File: config.mk
export PLATFORM = sky130hd
export DESIGN_NAME = fm_carrier_sweep_ctrl
export DESIGN_NICKNAME = d
export VERILOG_FILES = /design/src/rtl/fm_carrier_sweep_ctrl_pkg.sv /design/src/rtl/fm_carrier_sweep_ctrl_dwell_timer.sv /design/src/rtl/fm_carrier_sweep_ctrl.sv
export SDC_FILE = /design/constraint.sdc
export NUM_CORES = 1
export LEC_CHECK = 0
export BUFFER_PORTS_ARGS = -buffer_cell sky130_fd_sc_hd__buf_4
export CORE_MARGIN = 2
export CORE_UTILIZATION = 60
export DETAILED_ROUTE_END_ITERATION = 10
export GPL_TIMING_DRIVEN = 1
export HOLD_SLACK_MARGIN = 0.15
export PLACE_DENSITY = 0.84
export SETUP_SLACK_MARGIN = 0.05
export SLEW_MARGIN = 40
export SYNTH_ARGS = -nofsm -noshare
export SYNTH_HDL_FRONTEND = slang
export SYNTH_SLANG_ARGS = --single-unit
export TNS_END_PERCENT = 100
File: constraint.sdc
create_clock -name Clock -period 10.5 [get_ports Clock]
set_clock_uncertainty 0.2 [all_clocks]
set_input_delay 3.15 -clock Clock [delete_from_list [all_inputs] [get_ports Clock]]
set_output_delay 3.15 -clock Clock [all_outputs]
set_load 0.05 [all_outputs]
File: src/rtl/fm_carrier_sweep_ctrl_pkg.sv
// Shared definitions for the FM carrier-frequency sweep controller.
// State encodings and default widths.
package fm_carrier_sweep_ctrl_pkg;

    localparam int FW_DEF = 48;
    localparam int CW_DEF = 16;
    localparam int DW_DEF = 32;

    typedef enum logic [1:0] {
        ST_IDLE  = 2'd0,
        ST_LOAD  = 2'd1,
        ST_DWELL = 2'd2,
        ST_STEP  = 2'd3
    } state_e;

endpackage

File: src/rtl/fm_carrier_sweep_ctrl_dwell_timer.sv
// Loadable down-counter holding each tuning word for its dwell time.
// Saturates at zero and flags it.
module fm_carrier_sweep_ctrl_dwell_timer #(
    parameter int DW = 32
) (
    input  logic          Clock,
    input  logic          Reset,
    input  logic          load,
    input  logic [DW-1:0] load_val,
    input  logic          dec,
    output logic          zero
);

    logic [DW-1:0] cnt_q;
    logic [DW-1:0] cnt_d;

    // Next count: load wins over decrement, never below zero.
    always_comb begin
        cnt_d = cnt_q;
        if (load) begin
            cnt_d = load_val;
        end else if (dec && cnt_q != '0) begin
            cnt_d = cnt_q - DW'(1);
        end
    end

    // Counter register with synchronous active-low reset.
    always_ff @(posedge Clock) begin
        if (!Reset) begin
            cnt_q <= '0;
        end else begin
            cnt_q <= cnt_d;
        end
    end

    assign zero = (cnt_q == '0);

endmodule

File: src/rtl/fm_carrier_sweep_ctrl.sv
// Linear stepped sweep of the FM carrier tuning word.
// Drives the carrier register Din/EN pair via FreqOut/FreqLoad.
module fm_carrier_sweep_ctrl
    import fm_carrier_sweep_ctrl_pkg::*;
#(
    parameter int FW = FW_DEF,
    parameter int CW = CW_DEF,
    parameter int DW = DW_DEF
) (
    input  logic          Clock,
    input  logic          Reset,
    input  logic          Start,
    input  logic          Abort,
    input  logic [FW-1:0] StartFreq,
    input  logic [FW-1:0] StepFreq,
    input  logic [CW-1:0] StepCount,
    input  logic [DW-1:0] Dwell,
    input  logic          Continuous,
    output logic [FW-1:0] FreqOut,
    output logic          FreqLoad,
    output logic          Busy,
    output logic          Done
);

    state_e        state_q, state_d;
    logic [FW-1:0] freq_q, freq_d;
    logic          load_q, load_d;
    logic          busy_q, busy_d;
    logic          done_q, done_d;
    logic [CW-1:0] idx_q, idx_d;
    logic [FW-1:0] start_l_q, start_l_d;
    logic [FW-1:0] step_l_q, step_l_d;
    logic [CW-1:0] cnt_l_q, cnt_l_d;
    logic [DW-1:0] dwell_l_q, dwell_l_d;
    logic          cont_l_q, cont_l_d;
    logic          tmr_load;
    logic          tmr_dec;
    logic          tmr_zero;
    logic [DW-1:0] tmr_val;

    // A dwell of zero behaves like a dwell of one.
    assign tmr_val = (dwell_l_q == '0) ? '0 : dwell_l_q - DW'(1);

    fm_carrier_sweep_ctrl_dwell_timer #(
        .DW(DW)
    ) u_dwell (
        .Clock   (Clock),
        .Reset   (Reset),
        .load    (tmr_load),
        .load_val(tmr_val),
        .dec     (tmr_dec),
        .zero    (tmr_zero)
    );

    // Sweep sequencing; strobes are computed one cycle early so they register cleanly.
    always_comb begin
        state_d   = state_q;
        freq_d    = freq_q;
        load_d    = 1'b0;
        done_d    = 1'b0;
        idx_d     = idx_q;
        start_l_d = start_l_q;
        step_l_d  = step_l_q;
        cnt_l_d   = cnt_l_q;
        dwell_l_d = dwell_l_q;
        cont_l_d  = cont_l_q;
        tmr_load  = 1'b0;
        tmr_dec   = 1'b0;
        if (Abort) begin
            state_d = ST_IDLE;
        end else begin
            unique case (state_q)
                ST_IDLE: begin
                    if (Start) begin
                        start_l_d = StartFreq;
                        step_l_d  = StepFreq;
                        cnt_l_d   = StepCount;
                        dwell_l_d = Dwell;
                        cont_l_d  = Continuous;
                        freq_d    = StartFreq;
                        idx_d     = '0;
                        load_d    = 1'b1;
                        state_d   = ST_LOAD;
                    end
                end
                ST_LOAD: begin
                    tmr_load = 1'b1;
                    state_d  = ST_DWELL;
                end
                ST_DWELL: begin
                    if (!tmr_zero) begin
                        tmr_dec = 1'b1;
                    end else begin
                        done_d  = (idx_q == cnt_l_q) && !cont_l_q;
                        state_d = ST_STEP;
                    end
                end
                ST_STEP: begin
                    if (idx_q != cnt_l_q) begin
                        freq_d  = freq_q + step_l_q;
                        idx_d   = idx_q + CW'(1);
                        load_d  = 1'b1;
                        state_d = ST_LOAD;
                    end else if (cont_l_q) begin
                        freq_d  = start_l_q;
                        idx_d   = '0;
                        load_d  = 1'b1;
                        state_d = ST_LOAD;
                    end else begin
                        state_d = ST_IDLE;
                    end
                end
                default: state_d = ST_IDLE;
            endcase
        end
        busy_d = (state_d != ST_IDLE);
    end

    // State, latched configuration and registered outputs.
    always_ff @(posedge Clock) begin
        if (!Reset) begin
            state_q   <= ST_IDLE;
            freq_q    <= '0;
            load_q    <= 1'b0;
            busy_q    <= 1'b0;
            done_q    <= 1'b0;
            idx_q     <= '0;
            start_l_q <= '0;
            step_l_q  <= '0;
            cnt_l_q   <= '0;
            dwell_l_q <= '0;
            cont_l_q  <= 1'b0;
        end else begin
            state_q   <= state_d;
            freq_q    <= freq_d;
            load_q    <= load_d;
            busy_q    <= busy_d;
            done_q    <= done_d;
            idx_q     <= idx_d;
            start_l_q <= start_l_d;
            step_l_q  <= step_l_d;
            cnt_l_q   <= cnt_l_d;
            dwell_l_q <= dwell_l_d;
            cont_l_q  <= cont_l_d;
        end
    end

    assign FreqOut  = freq_q;
    assign FreqLoad = load_q;
    assign Busy     = busy_q;
    assign Done     = done_q;

endmodule

==> impl_metrics.yaml, run 1 <==
timing:
  grt_setup_unrepaired: "false"
  worst_pin_slew_ps: 845
  slew_headroom_pct: 43.4
  hold_viol_final: 0
  final-setup-viol-count: 0
  slew_viol_final: 0
  fmax_mhz: 177
  fin_crit_sh_pct: 53.7
  finalSetupTns_ps: 0
  worst_slack_ps: 4870
  min_period_ps: 5630
clock_network:
  cts.root.buffer_cell: "clkbuf_16"
  htree_levels: 1
  clkTransAtPathRegs_ps: 60
  ctsHoldBuffers: 0
  worstSkewPairLatency_ps: 540
  cts_made_buffers: 27
  post_cts_resized: 0
  cts_setup_buffers: 0
  cts_num_sinks: 246
  cts_buffer_depth: 3
  cts_tree: "built"
routing:
  drt-initial-drc-count: 1142
  vias_per_cell: 6.24
  routed_wl_microns: 40900
  drc: 0
  num_vias: 14200
  post_drt_wl_per_cell_microns: 17.9
  dr.pass1.iters: 5
  route.antenna.remaining_nets: 0
synth:
  async_flop_share_pct: 0
  synth-main-ff-cell: "dfxtp_1"
  synth-edff-count: 0
  ys_types: 82
  ys_ff_latch: 246
  syn_nets: 2059
  post_synth_main_area_contributors: "dfxtp_1, nand2_1, a21oi_1, ha_1, xor2_1"
  synth_area_per_cell_sq_um: 7.51
  yosys.area.top_type_share_pct: 35.4
  synth_area_sq_um: 13900
  syn_inst: 1853
  synth_top_area_cell: "dfxtp_1"
  yosysWarnings: 0
  yosysSeqAreaShare_pct: 35.4
setup_path:
  worstPathMaxFanout: 44
  reg2reg_slack_ps: 6510
  critPathRequiredTime_ps: 10780
  r2r_end: "FreqOut[46]"
  end_kind: "register"
  start_kind: "input pin"
  rr_startpoint: "FreqOut[0]"
  arrival_ps: 5910
  critPathKind: "in2reg"
  r2r_cells: 12
final_layout:
  final.fill_count: 1846
  final_cell_mix: "nand2_1, a21oi_1, dfxtp_1, buf_4, nor2_1"
  diodes: 0
  final_nets: 2184
  mostFrequentLayoutCell: "nand2_1"
  area_growth_pct: 17.5
  fin_area_sq_um: 16400
  drive_gt1_share_pct: 14.7
global_routing:
  antenna_found_initial: 0
  grt.overflow.total: 0
  grt_pass1_vias: 13400
  grt_max_degree: 91
  grt_usage_pct: 32.7
  grt_pass1_wl_microns: 65800
power_and_ir_drop:
  p_total_mw: 2.66
  leakage_nw: 6.78
  irDropWorstVdd_uv: 137
  p_per_area_nw_per_um2: 163
place:
  dp_slack_ps: 4300
  gp_congestion: 0.956
  post-dp-hpwl_microns: 28500
  portBuffers: 199
  dpl-instance-area_sq_um: 15500
floorplan:
  rows: 55
  die_h_microns: 156
  die-area_sq_um: 24400
  die_w_microns: 156
  core_area_sq_um: 22700
  initial_utilization_pct: 61.3
  pin_count: 200
min_path:
  min_delay_worst_endpoint: "start_l_q[30]"
  hold_class: "reg2reg"
  hold_start: "start_l_q[30]"
  whs_path_depth: 2
outcome:
  status: "finished, final reports clean"
run:
  max-cap-violations: 0
## worst max-delay path, stage by stage
cell and delay, ps:
buf_4 150, or3_2 760, a31oi_4 240, buf_4 500, nand2_1 400, a2111oi_0 500, a32o_1 190
## per-stage QoR
stage	hold slack (ps)	utilization, %	cells
finish	253	72.0	2284
detailed placement	246	68.1	2233
floorplan	232	-	1853
global placement	239	68.0	2233
CTS	254	71.9	2283
global route	273	72.0	2284
## flip-flops by register name, indices dropped and copies added (netlist names)
name	cells
FreqOut	48
idx_q	16
start_l_q	48
cnt_l_q	16
Done	1
dwell_l_q	32
state_q	2
Busy	1
step_l_q	48
cont_l_q	1
FreqLoad	1
u_dwell.cnt_q	32
## synthesized netlist by cell type, drive strengths merged (4+ instances only)
cell	n
a21o	26
ha	56
a31o	5
nand4	19
nor2	121
nor4	25
dfxtp	246
a2111oi	5
or4	16
and4	4
nor3	58
or3	20
nand2	393
buf	15
or2	6
inv	29
o211a	6
a211oi	24
o21ai	81
a211o	4
a311oi	5
and2	7
o21a	10
xnor2	45
nand2b	8
o211ai	16
o21bai	14
a21oi	265
o31ai	8
mux2i	14
a41oi	4
nor2b	9
o221ai	4
a221oi	6
nand3	36
a31oi	13
and3	19
xor2	52
o22ai	11
clkbuf	101
## worst max path at each step
stage               start          end  slack [ps]
floorplan           Abort    idx_q[11]        5250
global placement    Abort    idx_q[11]        4400
detailed placement  Abort    idx_q[13]        4300
CTS                 Abort    idx_q[13]        4840
global route        Abort    idx_q[13]        4750
finish              Abort  FreqOut[43]        4870
## report_power, final
group	internal, mW	switching, mW
combinational	0.250	0.422
sequential	0.991	0.0556
clock	0.553	0.389
total	1.79	0.867
## kinds of logic after synthesis
logic type,after synthesis,share of synthesized area [%]
AO/OA/AOI/OAI,538,23.4
AND/OR/NAND/NOR,753,24.7
XOR/XNOR,97,6.10
buffers and inverters,146,4.05
multiplexers,16,1.17
flip-flops,246,35.4
adder cells (fa/ha/maj),57,5.18
## routing by layer
metal | vias to the layer above | GRT usage (%) | share of wire, %
li1 | 6831 | - | -
met1 | 6683 | 44.0 | 43
met5 | - | 0 | 0
met2 | 635 | 53.3 | 45
met4 | 0 | 11.2 | 3.1
met3 | 99 | 5.65 | 8.8
## cell type report
cell class	instances	area, sq um	share of cell area, %
clock buffers	39	761	4.65
repair buffers	212	1610	9.83
flip-flops and latches	246	4920	30.1
multi-input cells	1461	8480	51.8
clock inverters	11	116	0.711
inverters	30	118	0.719
well taps	285	357	2.18
No activity file was read; power rests on OpenSTA's default activity.
==> run 2: changes to the inputs <==
--- a/config.mk
+++ b/config.mk
@@ -5,13 +5,14 @@
 export SDC_FILE = /design/constraint.sdc
 export NUM_CORES = 1
 export LEC_CHECK = 0
+export ABC_AREA = 1
 export BUFFER_PORTS_ARGS = -buffer_cell sky130_fd_sc_hd__buf_4
 export CORE_MARGIN = 2
-export CORE_UTILIZATION = 60
+export CORE_UTILIZATION = 54
 export DETAILED_ROUTE_END_ITERATION = 10
 export GPL_TIMING_DRIVEN = 1
 export HOLD_SLACK_MARGIN = 0.15
-export PLACE_DENSITY = 0.84
+export PLACE_DENSITY = 0.79
 export SETUP_SLACK_MARGIN = 0.05
 export SLEW_MARGIN = 40
 export SYNTH_ARGS = -nofsm -noshare
==> constraint.sdc (replaced) <==
create_clock -name Clock -period 4.84 [get_ports Clock]
set_clock_uncertainty 0.2 [all_clocks]
set_input_delay 1.452 -clock Clock [delete_from_list [all_inputs] [get_ports Clock]]
set_output_delay 1.452 -clock Clock [all_outputs]
set_load 0.05 [all_outputs]
==> impl_metrics.yaml, run 2 <==
setup_path:
  arrival_ps: 3260
  worstPathMaxFanout: 44
  r2r_cells: 16
  cp_cell_sequence: "buf_4 -> nor3_1 -> nand2_4 -> inv_2 -> o21ai_0 -> nor2_1 -> nor2_1"
  critPathRequiredTime_ps: 5100
  rr_startpoint: "FreqOut[0]"
  critPathKind: "in2reg"
  start_kind: "input pin"
  r2r_end: "FreqOut[40]"
  reg2reg_slack_ps: 1970
  crit_top_cell: "nor2_1"
  slowest_stage: "inv_2"
  end_kind: "register"
  slowest_delay_ps: 600
floorplan:
  pin_count: 200
  rows: 63
  core_area_sq_um: 29600
  die_w_microns: 177
  die_h_microns: 177
  die-area_sq_um: 31400
  initial_utilization_pct: 54.7
timing:
  grt_setup_unrepaired: "false"
  finalSetupTns_ps: 0
  final-setup-viol-count: 0
  slew_headroom_pct: 41.6
  fmax_mhz: 332
  hold_viol_final: 0
  worst_pin_slew_ps: 876
  fin_crit_sh_pct: 62.2
  worst_slack_ps: 1830
  slew_viol_final: 0
  min_period_ps: 3010
synth:
  synth_mux_area_share_pct: 0
  yosysMostFrequentCell: "nand2_1"
  synth-edff-count: 0
  synth-main-ff-cell: "dfxtp_1"
  yosysWarnings: 0
  synth_top_family_by_area: "simple AND/OR/NAND/NOR gates"
  syn_inst: 2715
  ys_ff_latch: 246
  synth-simple-area-share_pct: 32.7
  synth_compound_area_share_pct: 16.5
  synth-xor-area-share_pct: 3.51
  synth_area_sq_um: 16200
  synthAdderAreaFrac_pct: 4.44
  synth_commonest_cells: "nand2_1, nor2_1, inv_1"
  yosys.area.top_type_share_pct: 30.4
  syn_nets: 2921
  yosysSeqAreaShare_pct: 30.4
  ys_types: 47
  async_flop_share_pct: 0
  post_synth_main_area_contributors: "dfxtp_1, nand2_1, nor2_1, inv_1, o21ai_0"
  synth_top_area_cell: "dfxtp_1"
  synth_area_per_cell_sq_um: 5.97
power_and_ir_drop:
  p_per_area_nw_per_um2: 327
  irDropWorstVdd_uv: 328
  p_total_mw: 6.19
  leakage_nw: 9.70
outcome:
  status: "finished, final reports clean"
clock_network:
  cts.root.buffer_cell: "clkbuf_16"
  post_cts_resized: 0
  worstSkewPairLatency_ps: 570
  cts_num_sinks: 246
  cts_setup_buffers: 0
  clkTransAtPathRegs_ps: 60
  htree_levels: 1
  cts_made_buffers: 28
  cts_buffer_depth: 3
  ctsHoldBuffers: 0
  cts_tree: "built"
final_layout:
  area_growth_pct: 16.8
  final.fill_count: 2831
  drive_gt1_share_pct: 10.2
  mostFrequentLayoutCell: "nand2_1"
  final_nets: 3057
  final_cell_mix: "nand2_1, nor2_1, inv_1, o21ai_0, dfxtp_1"
global_routing:
  grt_pass1_wl_microns: 79300
  grt.overflow.total: 0
  grt_max_degree: 174
  antenna_found_initial: 2
  grt_pass1_vias: 16000
  grt_usage_pct: 30.9
routing:
  drt-initial-drc-count: 1541
  route.antenna.remaining_nets: 0
  routed_wl_microns: 49300
  drc: 0
  dr.pass1.iters: 6
  post_drt_wl_per_cell_microns: 15.1
  vias_per_cell: 5.30
  num_vias: 17300
place:
  portBuffers: 199
  dp_slack_ps: 1260
  gp_congestion: 0.952
  post-dp-hpwl_microns: 36000
min_path:
  hold_class: "reg2reg"
  hold_start: "start_l_q[22]"
  whs_path_depth: 2
  min_delay_worst_endpoint: "start_l_q[22]"
run:
  max-cap-violations: 0
## run 2: changes by cell type in the layout (fill, tap and decap cells not counted), sizes merged, moves of 24 or more
cell	delta
nand2	+294
inv	+380
nor2	+307
xnor2	-29
nand3	+84
o21ai	+204
a21oi	-53
a21o	-24
nor3	-29
## run 2: kinds of logic after synthesis
kind of cell / after synthesis
compound gates: 522
xor+xnor: 65
fa+ha+maj: 57
buf+inv: 517
flops: 246
simple gates: 1308
## run 2: worst max path at each step
stage,start,to,slack [ps],depth (start not counted)
2_1_floorplan,Abort,u_dwell.cnt_q[22],2020,9
3_3_place_gp,Abort,FreqOut[8],1300,7
3_5_place_dp,Abort,FreqOut[8],1260,7
4_1_cts,idx_q[8],idx_q[14],1780,10
5_1_grt,Abort,FreqOut[8],1700,7
6_report,Abort,FreqOut[8],1830,7
## run 2: metal layers
metal  up-vias  wire (microns)  part of all wire [%]  track usage, %
met4         0            1080                   2.2            8.61
met3        72            3460                   7.0            4.03
met5         -               0                     0               0
met1      7839           23000                    47            43.5
li1       8794               -                     -               -
met2       597           21700                    44            49.4
## run 2: per-stage QoR
stage	hold slack [ps]	cells	area, sq um	util, %
finish	246	3265	18900	63.9
global route	273	3265	18900	63.9
CTS	249	3263	18900	63.9
detailed placement	239	3211	17900	60.3
global placement	234	3211	17900	60.3
floorplan	225	2715	16200	-
## run 2: report_power, final
part           internal, mW  total [mW]  switching, mW
clock network          1.50        2.41          0.902
logic                 0.516        1.48          0.966
registers              2.17        2.30          0.125
total                  4.19        6.19           1.99
## run 2: cell type report
cell class	instances	area (sq um)	area share (%)
diodes	2	5.00	0.0264
clock buffers	39	822	4.34
clock inverters	13	235	1.24
inverters	411	1550	8.18
multi-input cells	1952	9300	49.1
flip-flops and latches	246	4920	26.0
well taps	390	488	2.58
repair buffers	212	1620	8.57
## run 2: worst max-delay path, delay by kind of cell
kind / cells / cell delay [ps]
and+or+nand+nor: 4 / 850
buffers and inverters: 2 / 730
AOI/OAI and AO/OA: 1 / 210
==> run 3: changes to the inputs <==
--- a/config.mk
+++ b/config.mk
@@ -8,11 +8,11 @@
 export ABC_AREA = 1
 export BUFFER_PORTS_ARGS = -buffer_cell sky130_fd_sc_hd__buf_4
 export CORE_MARGIN = 2
-export CORE_UTILIZATION = 54
+export CORE_UTILIZATION = 60
 export DETAILED_ROUTE_END_ITERATION = 10
 export GPL_TIMING_DRIVEN = 1
 export HOLD_SLACK_MARGIN = 0.15
-export PLACE_DENSITY = 0.79
+export PLACE_DENSITY = 0.83
 export SETUP_SLACK_MARGIN = 0.05
 export SLEW_MARGIN = 40
 export SYNTH_ARGS = -nofsm -noshare
==> constraint.sdc (replaced) <==
create_clock -name Clock -period 3.1 [get_ports Clock]
set_clock_uncertainty 0.2 [all_clocks]
set_input_delay 0.93 -clock Clock [delete_from_list [all_inputs] [get_ports Clock]]
set_output_delay 0.93 -clock Clock [all_outputs]
set_load 0.05 [all_outputs]
==> impl_metrics.yaml, run 3 (synthesized netlist as in run 2, its figures left out) <==
outcome:
  status: "finished, final reports clean"
place:
  gp_congestion: 0.985
  portBuffers: 199
  post-dp-hpwl_microns: 37400
clock_network:
  cts_num_sinks: 246
  cts.root.buffer_cell: "clkbuf_16"
  cts_setup_buffers: 0
  clkTransAtPathRegs_ps: 60
  post_cts_resized: 0
  htree_levels: 1
  cts_buffer_depth: 3
  cts_tree: "built"
  cts_made_buffers: 28
  ctsHoldBuffers: 0
  worstSkewPairLatency_ps: 570
global_routing:
  grt_pass1_vias: 16600
  grt_max_degree: 101
  grt_pass1_wl_microns: 82500
  antenna_found_initial: 1
  grt.overflow.total: 0
  grt_usage_pct: 35.4
run:
  max-cap-violations: 0
routing:
  post_drt_wl_per_cell_microns: 15.9
  drt-initial-drc-count: 1784
  route.antenna.remaining_nets: 0
  num_vias: 17700
  drc: 0
  dr.pass1.iters: 6
  vias_per_cell: 5.49
  routed_wl_microns: 51400
floorplan:
  die_w_microns: 168
  initial_utilization_pct: 60.7
  die-area_sq_um: 28400
  pin_count: 200
  core_area_sq_um: 26700
  rows: 60
  die_h_microns: 168
timing:
  fin_hold_ws_ps: 246
  fin_crit_sh_pct: 88.7
  final-setup-viol-count: 0
  grt_setup_unrepaired: "false"
  slew_viol_final: 0
  worst_pin_slew_ps: 789
  finalSetupTns_ps: 0
  fmax_mhz: 364
  min_period_ps: 2750
  hold_viol_final: 0
  slew_headroom_pct: 47.4
setup_path:
  critPathKind: "reg2reg"
  slowest_stage: "dfxtp_1"
  critPathRequiredTime_ps: 3340
  slowest_delay_ps: 460
  cp_cell_sequence: "inv_1 -> fa_1 -> inv_1 -> nand3_1 -> nand2_1 -> nand2_1 -> nand2_1 -> nand2_1 -> nand3_1 -> nand2_1 -> nand3_1 -> nand3_1 -> nand2_1 -> a21oi_1"
  crit_top_cell: "nand2_1"
  arrival_ps: 3000
  end_kind: "register"
  worstPathMaxFanout: 4
  start_kind: "register"
final_layout:
  drive_gt1_share_pct: 10.6
  final.fill_count: 2327
  mostFrequentLayoutCell: "nand2_1"
  final_nets: 3070
  final_cell_mix: "nand2_1, nor2_1, inv_1, o21ai_0, dfxtp_1"
  regArea_sq_um: 4920
  multi_input_area_sq_um: 9290
  area_growth_pct: 17.0
power_and_ir_drop:
  leakage_nw: 9.75
  p_per_area_nw_per_um2: 510
  irDropWorstVdd_uv: 558
min_path:
  hold_class: "reg2reg"
## run 3: cell types whose count changed in the layout (fill, tap and decap cells not counted), moves of 3 or more
cell	previous run	this run
buf_12	2	5
buf_4	208	218
clkbuf_8	8	4
clkinvlp_4	2	5
## run 3: worst paths after layout
path	start	end	slack, ps	depth (start not counted)
setup / recovery	FreqOut[1]	FreqOut[32]	350	14
hold / removal	start_l_q[11]	start_l_q[11]	250	2
setup reg to reg	FreqOut[1]	FreqOut[32]	350	14
hold reg to reg	start_l_q[11]	start_l_q[11]	250	2
## run 3: layout make-up
cell class | instances | area share, %
Antenna cell | 1 | 0.0132
Clock buffer | 35 | 4.04
Clock inverter | 17 | 1.38
Inverter | 411 | 8.17
Multi-Input combinational cell | 1952 | 48.9
Sequential cell | 246 | 25.9
Tap cell | 341 | 2.25
Timing Repair Buffer | 225 | 9.27
## run 3: per-stage QoR
step | util (%) | cell area [sq um] | cells | worst slack (ps) | power [mW]
floorplan | - | 16200 | 2715 | 533 | 5.23
global placement | 67.1 | 17900 | 3175 | 419 | 5.91
detailed placement | 67.2 | 17900 | 3175 | 409 | 5.96
CTS | 71.0 | 19000 | 3227 | 402 | 9.64
global route | 71.0 | 19000 | 3227 | 133 | 10.1
finish | 71.0 | 19000 | 3228 | 349 | 9.68
## run 3: power by group
group	switching, mW	leakage, nW	internal [mW]	total [mW]
combinational	1.55	7.24	0.822	2.37
clock	1.45	0.490	2.26	3.71
sequential	0.199	2.02	3.39	3.59
total	3.20	9.75	6.48	9.68
## run 3: layer usage
layer	share of wire (%)	GRT usage, %
met5	0	0
met4	2.4	9.52
met3	8.7	6.25
met2	45	57.9
met1	44	48.2
## run 3: critical path, delay by kind of cell, from the launching register on
kind / cells / cell delay, ps
adder cells (fa/ha/maj): 1 / 460
AND/OR/NAND/NOR: 10 / 1230
buffers and inverters: 2 / 230
AO/OA/AOI/OAI: 1 / 50
flip-flops: 1 / 460
